===== src/rtl/d_ext_alu_sched_pkg.sv =====
// Shared types and helpers for the D-extension ALU scheduler.
package d_ext_alu_sched_pkg;

    typedef enum logic [1:0] {
        ST_IDLE = 2'd0,
        ST_EXEC = 2'd1,
        ST_RESP = 2'd2
    } state_t;

    typedef enum logic [1:0] {
        RES_D   = 2'd0,
        RES_INT = 2'd1,
        RES_S   = 2'd2
    } res_class_t;

    localparam logic [31:0] NANBOX_HI = 32'hFFFF_FFFF;

    // Opcodes 0-15 produce a double, 16-23 an integer, 24-31 a single.
    function automatic res_class_t op_class(input logic [4:0] op);
        res_class_t c;
        case (op[4:3])
            2'b00, 2'b01: c = RES_D;
            2'b10:        c = RES_INT;
            2'b11:        c = RES_S;
            default:      c = RES_D;
        endcase
        return c;
    endfunction

endpackage


===== src/rtl/d_ext_alu_sched_rr_arb2.sv =====
// Two-way round-robin arbiter: a lone requester wins, a tie goes to the
// requester that was not granted last.
module rr_arb2 (
    input  logic [1:0] req,
    input  logic       last,
    output logic [1:0] grant
);

    // One-hot grant selection
    always_comb begin
        grant = 2'b00;
        case (req)
            2'b01:   grant = 2'b01;
            2'b10:   grant = 2'b10;
            2'b11:   grant = last ? 2'b01 : 2'b10;
            default: grant = 2'b00;
        endcase
    end

endmodule


===== src/rtl/d_ext_alu_sched.sv =====
// Scheduler for the shared D-extension ALU: arbitrates two issue slots,
// drives registered operands to the ALU, waits LATENCY cycles and returns
// the class-appropriate result with the requester's id and tag.
module d_ext_alu_sched
    import d_ext_alu_sched_pkg::*;
#(
    parameter int LATENCY = 2,
    parameter int TAG_W   = 4
) (
    input  logic                 clk,
    input  logic                 rst,
    input  logic [1:0]           req_valid,
    output logic [1:0]           req_ready,
    input  logic [9:0]           req_op,
    input  logic [127:0]         req_rs1,
    input  logic [127:0]         req_rs2,
    input  logic [127:0]         req_rs3,
    input  logic [63:0]          req_fs_rs1,
    input  logic [127:0]         req_int_rs1,
    input  logic [2*TAG_W-1:0]   req_tag,
    output logic [63:0]          alu_rs1,
    output logic [63:0]          alu_rs2,
    output logic [63:0]          alu_rs3,
    output logic [31:0]          alu_fs_rs1,
    output logic [63:0]          alu_int_rs1,
    output logic [4:0]           alu_op,
    input  logic [63:0]          alu_result,
    input  logic [31:0]          alu_fs_result,
    input  logic [63:0]          alu_int_result,
    output logic                 rsp_valid,
    input  logic                 rsp_ready,
    output logic                 rsp_id,
    output logic [TAG_W-1:0]     rsp_tag,
    output logic [63:0]          rsp_data,
    output logic                 busy
);

    localparam logic [3:0] CNT_INIT = 4'(LATENCY - 1);

    state_t             r_state;
    logic [3:0]         r_cnt;
    logic               r_last;
    logic               r_rsp_valid;
    logic               r_rsp_id;
    logic [TAG_W-1:0]   r_rsp_tag;
    logic [63:0]        r_rsp_data;
    logic [63:0]        r_alu_rs1;
    logic [63:0]        r_alu_rs2;
    logic [63:0]        r_alu_rs3;
    logic [31:0]        r_alu_fs_rs1;
    logic [63:0]        r_alu_int_rs1;
    logic [4:0]         r_alu_op;

    logic [1:0]         w_grant;
    logic               w_win;
    logic               w_accept;
    logic [TAG_W-1:0]   w_win_tag;
    logic [63:0]        w_result;

    rr_arb2 u_arb (
        .req   (req_valid),
        .last  (r_last),
        .grant (w_grant)
    );

    assign w_win     = w_grant[1];
    assign req_ready = ((r_state == ST_IDLE) && !rst) ? w_grant : 2'b00;
    assign w_accept  = |(req_valid & req_ready);
    assign w_win_tag = w_win ? req_tag[2*TAG_W-1:TAG_W] : req_tag[TAG_W-1:0];

    // Select the result bus matching the class of the in-flight opcode
    always_comb begin
        w_result = alu_result;
        case (op_class(r_alu_op))
            RES_D:   w_result = alu_result;
            RES_INT: w_result = alu_int_result;
            RES_S:   w_result = {NANBOX_HI, alu_fs_result};
            default: w_result = alu_result;
        endcase
    end

    // ALU operand registers: load the winner on accept, hold otherwise
    always_ff @(posedge clk or posedge rst) begin
        if (rst) begin
            r_alu_rs1     <= 64'd0;
            r_alu_rs2     <= 64'd0;
            r_alu_rs3     <= 64'd0;
            r_alu_fs_rs1  <= 32'd0;
            r_alu_int_rs1 <= 64'd0;
            r_alu_op      <= 5'd0;
        end else if (w_accept) begin
            r_alu_rs1     <= w_win ? req_rs1[127:64]     : req_rs1[63:0];
            r_alu_rs2     <= w_win ? req_rs2[127:64]     : req_rs2[63:0];
            r_alu_rs3     <= w_win ? req_rs3[127:64]     : req_rs3[63:0];
            r_alu_fs_rs1  <= w_win ? req_fs_rs1[63:32]   : req_fs_rs1[31:0];
            r_alu_int_rs1 <= w_win ? req_int_rs1[127:64] : req_int_rs1[63:0];
            r_alu_op      <= w_win ? req_op[9:5]         : req_op[4:0];
        end else begin
            r_alu_rs1     <= r_alu_rs1;
            r_alu_rs2     <= r_alu_rs2;
            r_alu_rs3     <= r_alu_rs3;
            r_alu_fs_rs1  <= r_alu_fs_rs1;
            r_alu_int_rs1 <= r_alu_int_rs1;
            r_alu_op      <= r_alu_op;
        end
    end

    // Scheduler FSM with registered response outputs
    always_ff @(posedge clk or posedge rst) begin
        if (rst) begin
            r_state     <= ST_IDLE;
            r_cnt       <= 4'd0;
            r_last      <= 1'b1;
            r_rsp_valid <= 1'b0;
            r_rsp_id    <= 1'b0;
            r_rsp_tag   <= '0;
            r_rsp_data  <= 64'd0;
        end else begin
            case (r_state)
                ST_IDLE: begin
                    if (w_accept) begin
                        r_last    <= w_win;
                        r_cnt     <= CNT_INIT;
                        r_rsp_id  <= w_win;
                        r_rsp_tag <= w_win_tag;
                        r_state   <= ST_EXEC;
                    end
                end
                ST_EXEC: begin
                    if (r_cnt != 4'd0) begin
                        r_cnt <= r_cnt - 4'd1;
                    end else begin
                        r_rsp_data  <= w_result;
                        r_rsp_valid <= 1'b1;
                        r_state     <= ST_RESP;
                    end
                end
                ST_RESP: begin
                    if (rsp_ready) begin
                        r_rsp_valid <= 1'b0;
                        r_state     <= ST_IDLE;
                    end
                end
                default: begin
                    r_rsp_valid <= 1'b0;
                    r_state     <= ST_IDLE;
                end
            endcase
        end
    end

    assign alu_rs1     = r_alu_rs1;
    assign alu_rs2     = r_alu_rs2;
    assign alu_rs3     = r_alu_rs3;
    assign alu_fs_rs1  = r_alu_fs_rs1;
    assign alu_int_rs1 = r_alu_int_rs1;
    assign alu_op      = r_alu_op;
    assign rsp_valid   = r_rsp_valid;
    assign rsp_id      = r_rsp_id;
    assign rsp_tag     = r_rsp_tag;
    assign rsp_data    = r_rsp_data;
    assign busy        = (r_state != ST_IDLE);

endmodule

===== config.mk =====
export PLATFORM = sky130hd
export DESIGN_NAME = d_ext_alu_sched
export DESIGN_NICKNAME = d
export VERILOG_FILES = /design/src/rtl/d_ext_alu_sched_pkg.sv /design/src/rtl/d_ext_alu_sched_rr_arb2.sv /design/src/rtl/d_ext_alu_sched.sv
export SDC_FILE = /design/constraint.sdc
export NUM_CORES = 1
export LEC_CHECK = 0
export CORE_AREA = 2 2 437 439
export DETAILED_ROUTE_END_ITERATION = 12
export DIE_AREA = 0 0 439 441
export GPL_TIMING_DRIVEN = 0
export PLACE_DENSITY_LB_ADDON = 0.05
export SETUP_SLACK_MARGIN = 0.15
export SYNTH_ARGS = -nofsm -noshare
export SYNTH_HDL_FRONTEND = slang
export SYNTH_SLANG_ARGS = --single-unit
export TNS_END_PERCENT = 100

===== constraint.sdc =====
create_clock -name clk -period 12.9 [get_ports clk]
set_clock_uncertainty 0.05 [all_clocks]
set_input_delay 2.58 -clock clk [delete_from_list [all_inputs] [get_ports clk]]
set_output_delay 2.58 -clock clk [all_outputs]
set_load 0.02 [all_outputs]

==> metrics.json <==
{
  "worst_setup_path": {
    "worstSetupPathType": "input pin to output pin",
    "end_kind": "output pin",
    "cp-start-kind": "input pin",
    "reg2reg_from": "r_last$_DFFE_PP1P_",
    "worstPathMaxFanout": 11,
    "r2r_slack_ps": 10140,
    "crit_required_ps": 10270,
    "crit_start": "req_valid[1]",
    "timing.critical_path.arrival_ps": 5370
  },
  "pwr": {
    "comb_power_share": 0.528,
    "total_leakage_power_nw": 13.2,
    "pwr_density_cell_nw_per_um2": 226,
    "maximum_ir_drop_on_the_vdd_rail_uv": 85.5,
    "share_of_total_power_consumed_by_net_switching": 0.389,
    "power.sequential.fraction": 0.262,
    "power_mw": 7.93,
    "cell_internal_power_mw": 4.85,
    "p_sw_mw": 3.08,
    "relative_contribution_of_the_clock_network_to_total_power": 0.210
  },
  "floorplan": {
    "die_y_um": 441,
    "die-area_um2": 194000,
    "num_rows": 160,
    "core_area_um2": 189000,
    "ios": 1125,
    "start_util": 0.0975,
    "die-width_um": 439
  },
  "synthesis": {
    "async_flop_share": 1.00,
    "proportion_of_synthesized_chip_area_in_sequential_cells": 0.502,
    "ys_dominant_reg_cell": "sky130_fd_sc_hd__dfrtp_1",
    "number_of_nets_in_the_synthesized_netlist": 2106,
    "syn-instance-count": 1345,
    "post_synth.cell_area_avg_um2": 13.7,
    "synth.lib_cells_used.distinct": 31,
    "synth_enable_flop_cells": 0,
    "synthesis.yosys.warnings": 0,
    "netlist_area_um2": 18400,
    "synth-seq-cells": 370
  },
  "min_path": {
    "min-delay-path-class": "flip-flop to flip-flop",
    "hold_start": "alu_rs1[58]$_DFFE_PP0P_"
  },
  "route": {
    "drt_iter0_drcs": 379,
    "dr.pass1.iters": 4,
    "ant_nets": 0,
    "detail_route.wirelength.met1_um": 38500,
    "top_layer": "met5",
    "drcViolationCount": 0,
    "routed_wl_um": 115000,
    "routed_wire_length_per_instance_um": 22.4,
    "met2_wirelength_um": 65000,
    "vias_per_cell": 3.10,
    "detailroute.wirelength.met3_um": 7530,
    "routed-via-count": 15892
  },
  "placement": {
    "detailedPlacementHpwl_um": 96200,
    "port-buffer-count": 1124,
    "gp_routability_congestion": 0.812
  },
  "global_routing": {
    "global_route.usage.total": 0.113,
    "largest_net_degree_at_the_start_of_global_routing": 34,
    "first_global_vias": 17564,
    "grt-ovfl-total": 0,
    "initial_antenna_violation_count": 54,
    "grt_pass1_wl_um": 151000
  },
  "timing": {
    "headroom_to_the_max_slew_limit": 0.432,
    "finalSetupViolCount": 0,
    "max_freq_ghz": 0.125,
    "final_hold_violating_endpoints": 0,
    "final.period_utilization": 0.620,
    "tightest_slew_ps": 851,
    "finalMaxSlewViolations": 0,
    "grt_setup_unrepaired": "false",
    "final_period_minus_worst_setup_slack_ps": 8000,
    "totalNegativeSetupSlack_ps": 0
  },
  "status": {
    "status": "completed"
  },
  "clocking": {
    "cts_hold_buf": 0,
    "tritoncts_buffers": 58,
    "clockBufferDepth": 3,
    "clock-sinks": 370,
    "cts_root_buffer": "sky130_fd_sc_hd__clkbuf_16",
    "worst_skew_pair.late_latency_ps": 650,
    "cts_tree": "done",
    "cts.repair_timing.setup_buffer_count": 0,
    "cts_max_level": 2,
    "clkSlewWorstSetupHoldPaths_ps": 50,
    "post_cts.resized_instances": 0
  },
  "final_layout": {
    "synthToLayoutAreaGrowth_pct": 90.4,
    "drive_above_1_share": 0.323,
    "final_nets": 3302
  },
  "flow_run": {
    "drv_cap": 0
  }
}
==> worst max-delay path: stages <==
cell                              delay, ps
sky130_fd_sc_hd__clkdlybuf4s50_1        550
sky130_fd_sc_hd__a21boi_0               180
sky130_fd_sc_hd__buf_2                  500
sky130_fd_sc_hd__buf_4                  300
sky130_fd_sc_hd__buf_2                  350
sky130_fd_sc_hd__and2_1                 180
sky130_fd_sc_hd__clkdlybuf4s50_1        710
==> per-stage QoR <==
| step | hold WS, ps | util | setup slack [ps] | instances | cell area, um^2 |
|---|---|---|---|---|---|
| floorplan | 418 | - | 5300 | 1345 | 18400 |
| global placement | 442 | 0.174 | 776 | 4980 | 32800 |
| global route | 467 | 0.185 | 4630 | 5111 | 35100 |
| finish | 451 | 0.186 | 4900 | 5124 | 35100 |
| detailed placement | 441 | 0.175 | 4620 | 4992 | 33100 |
| CTS | 458 | 0.185 | 4620 | 5098 | 35000 |
==> cell type report <==
class,count,area [um^2]
fillers,20731,154000
repair buffers,1136,11500
flip-flops and latches,370,9260
multi-input cells,878,8590
well taps,2511,3140
clock buffers,82,1680
plain buffers,94,577
clock inverters,24,289
diodes,26,65.1
inverters,3,15.0
==> logic make-up after synthesis <==
kind of cell / synth area share
and+or+nand+nor: 0.0233
adders and majority gates: 0.00136
muxes: 0.414
DFF: 0.502
AOI/OAI and AO/OA: 0.0268
buffers and inverters: 0.0319
==> final timing paths <==
kind / to / cells past startpoint
max: req_ready[1] / 7
min: alu_rs1[58]$_DFFE_PP0P_ / 1
max reg2reg: alu_rs3[4]$_DFFE_PP0P_ / 6
min reg2reg: alu_rs1[58]$_DFFE_PP0P_ / 1
max in group asynchronous: alu_int_rs1[8]$_DFFE_PP0P_ / 5
min in group asynchronous: r_cnt[3]$_DFFE_PP0P_ / 2
==> cells in the mapped netlist, types with 5 or more instances <==
library cell | instances | share of area
sky130_fd_sc_hd__o21ai_0 | 22 | 0.0060
sky130_fd_sc_hd__mux2i_1 | 33 | 0.018
sky130_fd_sc_hd__o22ai_1 | 12 | 0.0041
sky130_fd_sc_hd__mux2_2 | 649 | 0.40
sky130_fd_sc_hd__nand2_1 | 5 | 0.0010
sky130_fd_sc_hd__buf_4 | 23 | 0.0094
sky130_fd_sc_hd__dfrtp_1 | 369 | 0.50
sky130_fd_sc_hd__nor2_1 | 79 | 0.016
sky130_fd_sc_hd__buf_2 | 38 | 0.010
sky130_fd_sc_hd__a21oi_1 | 58 | 0.016
sky130_fd_sc_hd__clkbuf_1 | 21 | 0.0043
sky130_fd_sc_hd__buf_6 | 12 | 0.0073
==> routing by layer <==
metal  global-route usage  vias to the layer above
li1                     -                     7290
met1                0.109                     7838
met2                0.222                      571
met3               0.0334                      175
met4               0.0423                       18
met5                    0                        -
==> state kept, by name, indices dropped and copies added, names as in the netlist <==
name and count:
rsp_tag 4, r_cnt 4, rsp_id 1, alu_rs2 64, alu_rs1 64, alu_rs3 64
rsp_valid 1, r_state 2, rsp_data 64, alu_op 5, alu_fs_rs1 32, r_last 1
alu_int_rs1 64
==> power groups by stage <==
stage | registers [mW] | logic [mW] | clock network (mW)
6_report | 2.08 | 4.19 | 1.67
5_1_grt | 2.17 | 4.44 | 1.81
4_1_cts | 2.09 | 4.34 | 1.78
3_5_place_dp | 2.10 | 4.32 | 0
3_3_place_gp | 2.10 | 4.33 | 0
2_1_floorplan | 2.79 | 1.31 | 0
==> placed cells by master (no fill, tap or decap), types with 22 or more instances in the layout <==
| cell type | netlist | layout |
|---|---|---|
| sky130_fd_sc_hd__clkdlybuf4s50_1 | 0 | 1124 |
| sky130_fd_sc_hd__mux2i_1 | 33 | 33 |
| sky130_fd_sc_hd__nor2_1 | 79 | 79 |
| sky130_fd_sc_hd__clkbuf_1 | 21 | 31 |
| sky130_fd_sc_hd__dfrtp_1 | 369 | 369 |
| sky130_fd_sc_hd__diode_2 | 0 | 26 |
| sky130_fd_sc_hd__mux2_2 | 649 | 649 |
| sky130_fd_sc_hd__buf_4 | 23 | 23 |
| sky130_fd_sc_hd__clkbuf_16 | 0 | 58 |
| sky130_fd_sc_hd__buf_2 | 38 | 38 |
| sky130_fd_sc_hd__a21oi_1 | 58 | 58 |
| sky130_fd_sc_hd__o21ai_0 | 22 | 22 |
No activity file was read; power rests on OpenSTA's default activity.
